$ cat src/rtl/alu_seq_if.sv
// Operation/result handshake bundle between the datapath controller and alu_seq.
// master = controller side, slave = ALU side.
interface alu_seq_if #(
  parameter int unsigned WIDTH = 16
);
  logic             in_valid;
  logic             in_ready;
  logic [WIDTH-1:0] in1;
  logic [WIDTH-1:0] in2;
  logic [1:0]       alu_op;
  logic [1:0]       condition;
  logic             out_valid;
  logic             out_ready;
  logic [WIDTH-1:0] out;
  logic             write;
  logic             compare;
  logic             neg;
  logic             carry_flag;
  logic             zero_flag;

  modport master (
    output in_valid, in1, in2, alu_op, condition, out_ready,
    input  in_ready, out_valid, out, write, compare, neg, carry_flag, zero_flag
  );

  modport slave (
    input  in_valid, in1, in2, alu_op, condition, out_ready,
    output in_ready, out_valid, out, write, compare, neg, carry_flag, zero_flag
  );
endinterface

$ cat src/rtl/alu_seq.sv
// Registered ALU (ADD/NAND/SUB, optional iterative MUL) with carry/zero flags and
// flag-conditioned writes. Define ALU_SEQ_MUL_EN to build the shift-add multiplier.
module alu_seq #(
  parameter int unsigned WIDTH = 16
) (
  input  logic      clk,
  input  logic      reset,
  alu_seq_if.slave  bus
);

  localparam int unsigned W1 = WIDTH + 1;
  localparam logic [1:0] OP_ADD  = 2'b00;
  localparam logic [1:0] OP_NAND = 2'b01;
  localparam logic [1:0] OP_SUB  = 2'b10;
  localparam logic [1:0] OP_MUL  = 2'b11;

`ifdef ALU_SEQ_MUL_EN
  localparam int unsigned W2 = 2 * WIDTH;
  localparam int unsigned CW = (WIDTH > 1) ? $clog2(WIDTH) : 1;
  typedef enum logic {S_IDLE, S_MUL} state_t;
`else
  typedef enum logic {S_IDLE} state_t;
`endif

  state_t           r_state;
  logic [WIDTH-1:0] r_out;
  logic             r_out_valid;
  logic             r_write;
  logic             r_compare;
  logic             r_carry;
  logic             r_zero;

  logic [WIDTH-1:0] w_res;
  logic             w_c;
  logic             w_z;
  logic             w_eq;
  logic             w_cond_ok;
  logic             w_wr;
  logic             w_in_ready;
  logic             w_accept;

`ifdef ALU_SEQ_MUL_EN
  logic [W2-1:0]    r_mcand;
  logic [WIDTH-1:0] r_mplier;
  logic [W2-1:0]    r_acc;
  logic [CW-1:0]    r_cnt;
  logic             r_mul_wr;
  logic             r_mul_eq;
  logic [W2-1:0]    w_acc_nxt;

  assign w_acc_nxt = r_acc + (r_mplier[0] ? r_mcand : '0);
`endif

  // Single-cycle result; NAND (and unbuilt MUL) pass the current carry through
  always_comb begin
    w_res = '0;
    w_c   = r_carry;
    case (bus.alu_op)
      OP_ADD:  {w_c, w_res} = {1'b0, bus.in1} + {1'b0, bus.in2};
      OP_SUB:  {w_c, w_res} = {1'b0, bus.in1} + {1'b0, ~bus.in2} + W1'(1);
      OP_NAND: w_res = ~(bus.in1 & bus.in2);
      default: w_res = '0;
    endcase
  end

  always_comb begin
    w_cond_ok = 1'b0;
    case (bus.condition)
      2'b00:   w_cond_ok = 1'b1;
      2'b01:   w_cond_ok = r_zero;
      2'b10:   w_cond_ok = r_carry;
      default: w_cond_ok = 1'b0;
    endcase
  end

  assign w_z        = (w_res == '0);
  assign w_eq       = (bus.in1 == bus.in2);
  assign w_wr       = w_cond_ok && (bus.alu_op != OP_MUL);
  assign w_in_ready = !reset && (r_state == S_IDLE) && (!r_out_valid || bus.out_ready);
  assign w_accept   = bus.in_valid && w_in_ready;

  always_ff @(posedge clk) begin
    if (reset) begin
      r_state     <= S_IDLE;
      r_out       <= '0;
      r_out_valid <= 1'b0;
      r_write     <= 1'b0;
      r_compare   <= 1'b0;
      r_carry     <= 1'b0;
      r_zero      <= 1'b0;
`ifdef ALU_SEQ_MUL_EN
      r_mcand     <= '0;
      r_mplier    <= '0;
      r_acc       <= '0;
      r_cnt       <= '0;
      r_mul_wr    <= 1'b0;
      r_mul_eq    <= 1'b0;
`endif
    end else begin
      // Drain by default; a completion in the same edge overrides this
      if (bus.out_ready) r_out_valid <= 1'b0;
      case (r_state)
        S_IDLE: begin
          if (w_accept) begin
`ifdef ALU_SEQ_MUL_EN
            if (bus.alu_op == OP_MUL) begin
              r_state  <= S_MUL;
              r_mcand  <= W2'(bus.in1);
              r_mplier <= bus.in2;
              r_acc    <= '0;
              r_cnt    <= '0;
              r_mul_wr <= w_cond_ok;
              r_mul_eq <= w_eq;
            end else begin
`else
            begin
`endif
              r_out       <= w_res;
              r_out_valid <= 1'b1;
              r_write     <= w_wr;
              r_compare   <= w_eq;
              if (w_wr) begin
                r_carry <= w_c;
                r_zero  <= w_z;
              end
            end
          end
        end
`ifdef ALU_SEQ_MUL_EN
        // One multiplier bit per edge; the last iteration edge is the completion load
        S_MUL: begin
          r_acc    <= w_acc_nxt;
          r_mcand  <= r_mcand << 1;
          r_mplier <= r_mplier >> 1;
          r_cnt    <= r_cnt + CW'(1);
          if (r_cnt == CW'(WIDTH - 1)) begin
            r_state     <= S_IDLE;
            r_out       <= w_acc_nxt[WIDTH-1:0];
            r_out_valid <= 1'b1;
            r_write     <= r_mul_wr;
            r_compare   <= r_mul_eq;
            if (r_mul_wr) begin
              r_carry <= |w_acc_nxt[W2-1:WIDTH];
              r_zero  <= (w_acc_nxt[WIDTH-1:0] == '0);
            end
          end
        end
`endif
        default: r_state <= S_IDLE;
      endcase
    end
  end

  assign bus.in_ready   = w_in_ready;
  assign bus.out_valid  = r_out_valid;
  assign bus.out        = r_out;
  assign bus.write      = r_write;
  assign bus.compare    = r_compare;
  assign bus.neg        = r_out[WIDTH-1];
  assign bus.carry_flag = r_carry;
  assign bus.zero_flag  = r_zero;

endmodule

$ cat src/flat_wrapper.sv
// flat-port wrapper written by rule: the top's interface ports become plain ports
module alu_seq_flat 
#(
  parameter int unsigned WIDTH = 16
)
  (clk, reset, bus_in_valid, bus_in1, bus_in2, bus_alu_op, bus_condition, bus_out_ready, bus_in_ready, bus_out_valid, bus_out, bus_write, bus_compare, bus_neg, bus_carry_flag, bus_zero_flag);
  alu_seq_if #(.WIDTH(WIDTH)) bus_i ();
  input  logic clk;
  input  logic reset;
  input wire logic [$bits(bus_i.in_valid)-1:0] bus_in_valid;
  input wire logic [$bits(bus_i.in1)-1:0] bus_in1;
  input wire logic [$bits(bus_i.in2)-1:0] bus_in2;
  input wire logic [$bits(bus_i.alu_op)-1:0] bus_alu_op;
  input wire logic [$bits(bus_i.condition)-1:0] bus_condition;
  input wire logic [$bits(bus_i.out_ready)-1:0] bus_out_ready;
  output wire logic [$bits(bus_i.in_ready)-1:0] bus_in_ready;
  output wire logic [$bits(bus_i.out_valid)-1:0] bus_out_valid;
  output wire logic [$bits(bus_i.out)-1:0] bus_out;
  output wire logic [$bits(bus_i.write)-1:0] bus_write;
  output wire logic [$bits(bus_i.compare)-1:0] bus_compare;
  output wire logic [$bits(bus_i.neg)-1:0] bus_neg;
  output wire logic [$bits(bus_i.carry_flag)-1:0] bus_carry_flag;
  output wire logic [$bits(bus_i.zero_flag)-1:0] bus_zero_flag;
  assign bus_i.in_valid = bus_in_valid;
  assign bus_i.in1 = bus_in1;
  assign bus_i.in2 = bus_in2;
  assign bus_i.alu_op = bus_alu_op;
  assign bus_i.condition = bus_condition;
  assign bus_i.out_ready = bus_out_ready;
  assign bus_in_ready = bus_i.in_ready;
  assign bus_out_valid = bus_i.out_valid;
  assign bus_out = bus_i.out;
  assign bus_write = bus_i.write;
  assign bus_compare = bus_i.compare;
  assign bus_neg = bus_i.neg;
  assign bus_carry_flag = bus_i.carry_flag;
  assign bus_zero_flag = bus_i.zero_flag;
  alu_seq #(.WIDTH(WIDTH)) u_core (.clk(clk), .reset(reset), .bus(bus_i));
endmodule
$ cat config.mk
export PLATFORM = sky130hd
export DESIGN_NAME = alu_seq_flat
export DESIGN_NICKNAME = d
export VERILOG_FILES = /design/src/rtl/alu_seq_if.sv /design/src/rtl/alu_seq.sv /design/src/flat_wrapper.sv
export SDC_FILE = /design/constraint.sdc
export NUM_CORES = 1
export LEC_CHECK = 0
export ABC_AREA = 1
export BUFFER_PORTS_ARGS = -buffer_cell sky130_fd_sc_hd__buf_2
export CORE_UTILIZATION = 50
export CTS_CLUSTER_SIZE = 20
export DETAILED_ROUTE_END_ITERATION = 7
export PLACE_DENSITY_LB_ADDON = 0.25
export SETUP_SLACK_MARGIN = 0.3
export SLEW_MARGIN = 5
export SYNTH_ARGS = -nofsm -noshare
export SYNTH_HDL_FRONTEND = slang
export SYNTH_SLANG_ARGS = --single-unit
$ cat constraint.sdc
create_clock -name clk -period 2.65 [get_ports clk]
set_clock_uncertainty 0.2 [all_clocks]
set_input_delay 0.1325 -clock clk [delete_from_list [all_inputs] [get_ports clk]]
set_output_delay 0.1325 -clock clk [all_outputs]
set_load 0.05 [all_outputs]
Word level (Yosys, flattened, before mapping)

Cells that the tools add are included.
W data, S select, Z words.

Add/subtract/negate cells: 3
Equal/unequal tests: 6
Multiplexer cells: 5
Bitwise gates (word level): 3
Reduce and logical (&&, ||, !) cells: 13

Operator list:

| kind                    | number |
|---|---|
| $pmux W16 S3            | 1 |
| $add A16 B16 Y17        | 2 |
| $not A16 Y16            | 2 |
| $add A17 B1 Y17 const B | 1 |
| $and A16 B16 Y16        | 1 |
| $eq A16 B16 Y1          | 1 |
| $logic_not A16 Y1       | 1 |
| $eq A2 B1 Y1 const B    | 2 |
| $eq A2 B2 Y1 const B    | 2 |
| $logic_not A2 Y1        | 2 |
| $reduce_bool A2 Y1      | 2 |
| $logic_and A1 B1 Y1     | 3 |
| $pmux W1 S3             | 1 |
| $reduce_and A3 Y1       | 1 |
| $logic_not A1 Y1        | 2 |
| $mux W1                 | 2 |
| $ne A2 B2 Y1 const B    | 1 |
| $pmux W1 S2             | 1 |
| $reduce_and A2 Y1       | 1 |
| $logic_or A1 B1 Y1      | 1 |

Bits in registers: 21
Bits of input ports: 40
Logic and storage cells: 36

Longest topological paths before layout

Word-level depth: 5
Gate-level depth with buffers: 18
Mapped depth without buffers: 17

Worst setup path before layout

No wires, ideal clock.

Path kind: register to register
Start point: register u_core.r_out_valid (netlist: u_core.bus.out_valid)
End point: register u_core.r_out[11] (netlist: u_core.bus.out[11])
Setup time: 0.070 ns
Arrival: 2.367 ns
Data required time: 2.380 ns
Path slack: 0.013 ns
Cell stages (with the launch flop): 7
Path buffers: 1
Period minus slack after synthesis: 2.637 ns
Path through: dfxtp_1 > a21oi_1 > nand2_1 > inv_1 > clkbuf_1 > o21ai_0 > a21oi_1

Longest elaborated chain between the ends: 4

Ends and longest elaborated chain:

| element                | line               | RTL |
|---|---|---|
| from (decl)            | alu_seq.sv:27      | `logic r_out_valid;` |
| from (signal assigned) | alu_seq.sv:86      | `r_out_valid <= 1'b0;` |
| from (signal assigned) | alu_seq.sv:101     | `if (bus.out_ready) r_out_valid <= 1'b0;` |
| from (signal assigned) | alu_seq.sv:119     | `r_out_valid <= 1'b1;` |
| $logic_not A1 Y1       | alu_seq.sv:79      | `assign w_in_ready = !reset && (r_state == S_IDLE) && (!r_out_valid \|\| bus.out_ready);` |
| $logic_or A1 B1 Y1     | alu_seq.sv:79      |  |
| $logic_and A1 B1 Y1    | alu_seq.sv:79      |  |
| net bus_in_ready       | flat_wrapper.sv:16 | `output wire logic [$bits(bus_i.in_ready)-1:0] bus_in_ready;` |
| $logic_and A1 B1 Y1    | alu_seq.sv:80      | `assign w_accept = bus.in_valid && w_in_ready;` |
| to (signal assigned)   | alu_seq.sv:118     | `r_out <= w_res;` |
| to (decl)              | alu_seq.sv:26      | `logic [WIDTH-1:0] r_out;` |

The timed path passes the listed nets, and every way through them passes these cells.
A chain may end at the register's enable or synchronous reset.

Worst setup path in the final report

Start point: input port bus_in1[0]
End point: register u_core.r_zero (netlist: u_core.bus.zero_flag)

Longest elaborated chain between the ends: 4
Elaborated cells on any way between the ends: 7

Ends and longest elaborated chain:

| element                                                     | line                         | RTL |
|---|---|---|
| from (decl)                                                 | flat_wrapper.sv:11           | `input wire logic [$bits(bus_i.in1)-1:0] bus_in1;` |
| $add A16 B16 Y17 / $and A16 B16 Y16 (equally long branches) | alu_seq.sv:60, alu_seq.sv:61 |  |
| $add A17 B1 Y17 / $not A16 Y16 (equally long branches)      | alu_seq.sv:60, alu_seq.sv:61 |  |
| $pmux W16 S3 (*)                                            | alu_seq.sv:58                | `case (bus.alu_op)` |
| $logic_not A16 Y1 (*)                                       | alu_seq.sv:76                | `assign w_z = (w_res == '0);` |
| to (signal assigned)                                        | alu_seq.sv:124               | `r_zero <= w_z;` |
| to (decl)                                                   | alu_seq.sv:31                | `logic r_zero;` |

Mark *: on every way between the ends. The rest lies on a longest branch, timed or not.

==> summary.txt <==
Worst setup path
  • Critical Path AT: 2.14 ns
  • CP most frequent cell: nand2_1
  • Critical path capture point type: register
  • Buffers & Inverters on Critical Path: 3
  • Worst path depth: 17
  • Worst-path cell with the longest stage delay: fa_1
  • R2r endpoint: u_core.bus.compare$_SDFFE_PP0P_
  • Worst setup SP type: input pin
  • FF-to-FF Start: u_core.bus.out_valid$_SDFFE_PP0P_
  • Setup Crit Path Kind: in -> reg
  • Top Family by Delay on Critical Path: simple AND/OR/NAND/NOR gates
  • Critical Path RT: 2.65 ns
  • Max incr delay on CP: 0.38 ns
  • Worst Path Max Fanout: 5
  • Worst reg-to-reg setup slack: 0.88 ns
  • Critical path cell sequence: buf_2, inv_1, ha_1, fa_1, inv_2, nand2_1, nand2_1, nand3_1, nand2_1, nand2_1, nand2_1, nand2_1, nand3_1, nand3_2, nor2_2, nand3_2, a21oi_2
  • FF-to-FF path depth: 5

Routing
  • Iteration-0 DRC Markers: 236
  • Vias: 3796
  • Remaining DRCs: 0
  • Initial DRT Pass Iterations: 5
  • Post-Route WL: 9471 um
  • Routed length per placed instance: 13.47 um
  • Vias per Instance: 5.400
  • DRT antenna net count: 0

Logic synthesis
  • Register area share after synthesis: 0.1260
  • Compound-Gate Fraction of Synth Area: 0.1080
  • Post-Syn Nets: 650
  • Synth Area in XOR/XNOR: 0
  • Mapped Cells: 575
  • Mean Syn Cell Area: 5.803 um2
  • Simple-gate portion of the synthesized area: 0.4676
  • Synth Warn #: 0
  • Post-synthesis mux area share: 0
  • Synth cell types: 37
  • Synth top area share: 0.1811
  • Synth Register Bits: 21
  • Adder-Cell Fraction of Synth Area: 0.1357
  • Main combinational cell family by area after synthesis: simple AND/OR/NAND/NOR gates
  • Top post-synthesis cells by area: nand2_1 (18%), dfxtp_1 (13%), ha_1 (12%)
  • Synth Cell Area: 3337 um2
  • Dominant cell type by area after synthesis: nand2_1

Global routing
  • GRT Overall Usage: 0.2726
  • Met2 Usage GRT: 0.4723
  • M3 GR Usage: 0.02967
  • Initial antenna violation count: 0
  • Grt peak-use layer: met2
  • First-pass GRT wire length: 15810 um
  • Largest net degree at the start of global routing: 23
  • Global route overflow: 0
  • Vias in the first global route: 3559
  • M1 GR Usage: 0.3470

Timing
  • Tcrit/Tclk final: 0.8058
  • Setup tns final: 0 ns
  • Fin crit period: 2.135 ns
  • Final setup violation count: 0
  • Hold Fails Final Rpt: 0
  • Final Max Slew Viols: 0
  • Peak Freq: roughly 470 MHz
  • Relative slew slack: 0.6541
  • Worst slew pin tran: 0.5184 ns
  • RSZ-0062 raised after global routing: false

Place
  • Placer Congestion: 0.9105
  • Buffers on Ports: slightly above 60
  • Hpwl dp: roughly 7600 um
  • Post-DP Area: between 3000 and 4000 um2

Floorplan
  • Die W: approximately 84 um
  • Core area: 6386 um2
  • I/O Pins: 63
  • Die Ht: 83.70 um
  • Die area: 7005 um2
  • Rows: 29
  • Starting density of the core: 0.5225

Min path
  • Hold Crit Class: in -> reg
  • Hold path depth: 2
  • Hold Startpoint: reset
  • Min-Delay Endpoint: u_core.bus.zero_flag$_SDFFE_PP0P_

CTS
  • CTS clock-pin slew for the worst setup and hold paths: 0.07 ns
  • CTS Buf Count: 3
  • H-Tree Depth: 1
  • TritonCTS clock tree: built
  • Root Buffer: clkbuf_8
  • Clk sink count: 21
  • CTS Buffer Depth: 2
  • Clk Latency, worst-skew pair: about 0.26 ns

Cells and area
  • Layout overhead on the synthesized area: 10.65%
  • Commonest non-fill, non-tap cell in the layout: nand2_1
  • # diodes: 0
  • Final-layout fill cell count: 674
  • Design area: 3692 um2
  • Most frequent cells in the layout: nand2_1 (161), inv_1 (92), nand3_1 (70)
  • Share of layout cells above drive strength 1: 0.2029
  • Nets@finish: approximately 700

Power
  • Maximum vdd drop: a little over 0.4 mV
  • LEAKAGE: 0.002059 uW
  • P per Cell Area: 348.2 nW/um2

Status
  • Outcome: finished clean

Job
  • Max-Cap Viols: 0
==> synth_stat cells, drive strengths merged <==
master,number
a211oi,1
a21o,1
a21oi,36
a31oi,2
and2,1
buf,15
clkbuf,5
dfxtp,21
fa,2
ha,33
inv,101
nand2,172
nand3,79
nand3b,3
nand4,10
nor2,65
nor3,4
nor4,1
o21ai,17
o21bai,1
o22ai,1
o311ai,1
or2,3
==> what timing repair did <==
action                                  in CTS  in global routing
hold buffers                                 2                  0
buffers inserted                             0                  0
endpoints found under the hold margin        1                  0
endpoints found under the setup margin       0                  2
gates resized for setup                      0                  7
==> how the worst max path moves through the flow <==
stage,start,to
after global placement,bus_in2[6],u_core.bus.zero_flag$_SDFFE_PP0P_
final,bus_in1[0],u_core.bus.zero_flag$_SDFFE_PP0P_
after detailed placement,bus_in2[6],u_core.bus.zero_flag$_SDFFE_PP0P_
after floorplan,u_core.bus.out_valid$_SDFFE_PP0P_,u_core.bus.out[11]$_SDFFE_PP0P_
after CTS,bus_in2[6],u_core.bus.zero_flag$_SDFFE_PP0P_
after global routing,bus_in1[0],u_core.bus.zero_flag$_SDFFE_PP0P_
==> worst register-to-register path, stage by stage (launching register included) <==
cell	delay (ns)
dfxtp_1	0.33
a21oi_2	0.15
nand2_1	0.31
inv_1	0.38
nand4_1	0.18
a21oi_1	0.16
==> flip-flops by register name (all words and copies together), names as in the netlist <==
name,count
u_core.bus.out,16
u_core.bus.carry_flag,1
u_core.bus.compare,1
u_core.bus.out_valid,1
u_core.bus.write,1
u_core.bus.zero_flag,1
==> cell families after synthesis <==
logic type / after synthesis
AND/OR/NAND/NOR: 338
buffers and inverters: 121
AO/OA/AOI/OAI: 60
adder cells (fa/ha/maj): 35
flip-flops: 21
==> area by class of cell <==
class / instances / area, um2 / area share
tap: 77 / 96.34 / 0.02609
clock inverter: 1 / 5.005 / 0.001355
timing repair buffer: 67 / 352.8 / 0.09556
sequential: 21 / 420.4 / 0.1139
inverter: 101 / 379.1 / 0.1027
multi-input combinational: 433 / 2397 / 0.6493
clock buffer: 3 / 41.29 / 0.01118
==> power breakdown <==
group	leakage (uW)	total, uW	switching [uW]	internal (uW)
registers	0.000172	343	9.24	334
logic	0.00186	734	505	229
clock network	0.0000255	209	104	105
total	0.00206	1290	618	668
==> per-layer routing <==
layer	vias to the layer above	wire length (um)
li1	1912	-
met1	1709	3978
met2	158	4570
met3	17	716
met4	0	206
met5	-	0
==> through the flow <==
stage          std cells  setup slack, ns  hold WS, ns  utilization  total power [uW]
4_1_cts              703           0.4460      0.05252       0.5750              1272
3_5_place_dp         697           0.1751       0.1765       0.5647              1060
3_3_place_gp         697           0.2147       0.1582       0.5647              1046
2_1_floorplan        575           0.4043      0.04993            -             908.5
5_1_grt              703           0.3034       0.1021       0.5782              1384
6_report             703           0.5146      0.06178       0.5782              1286
(Power assumes the default switching activity.)
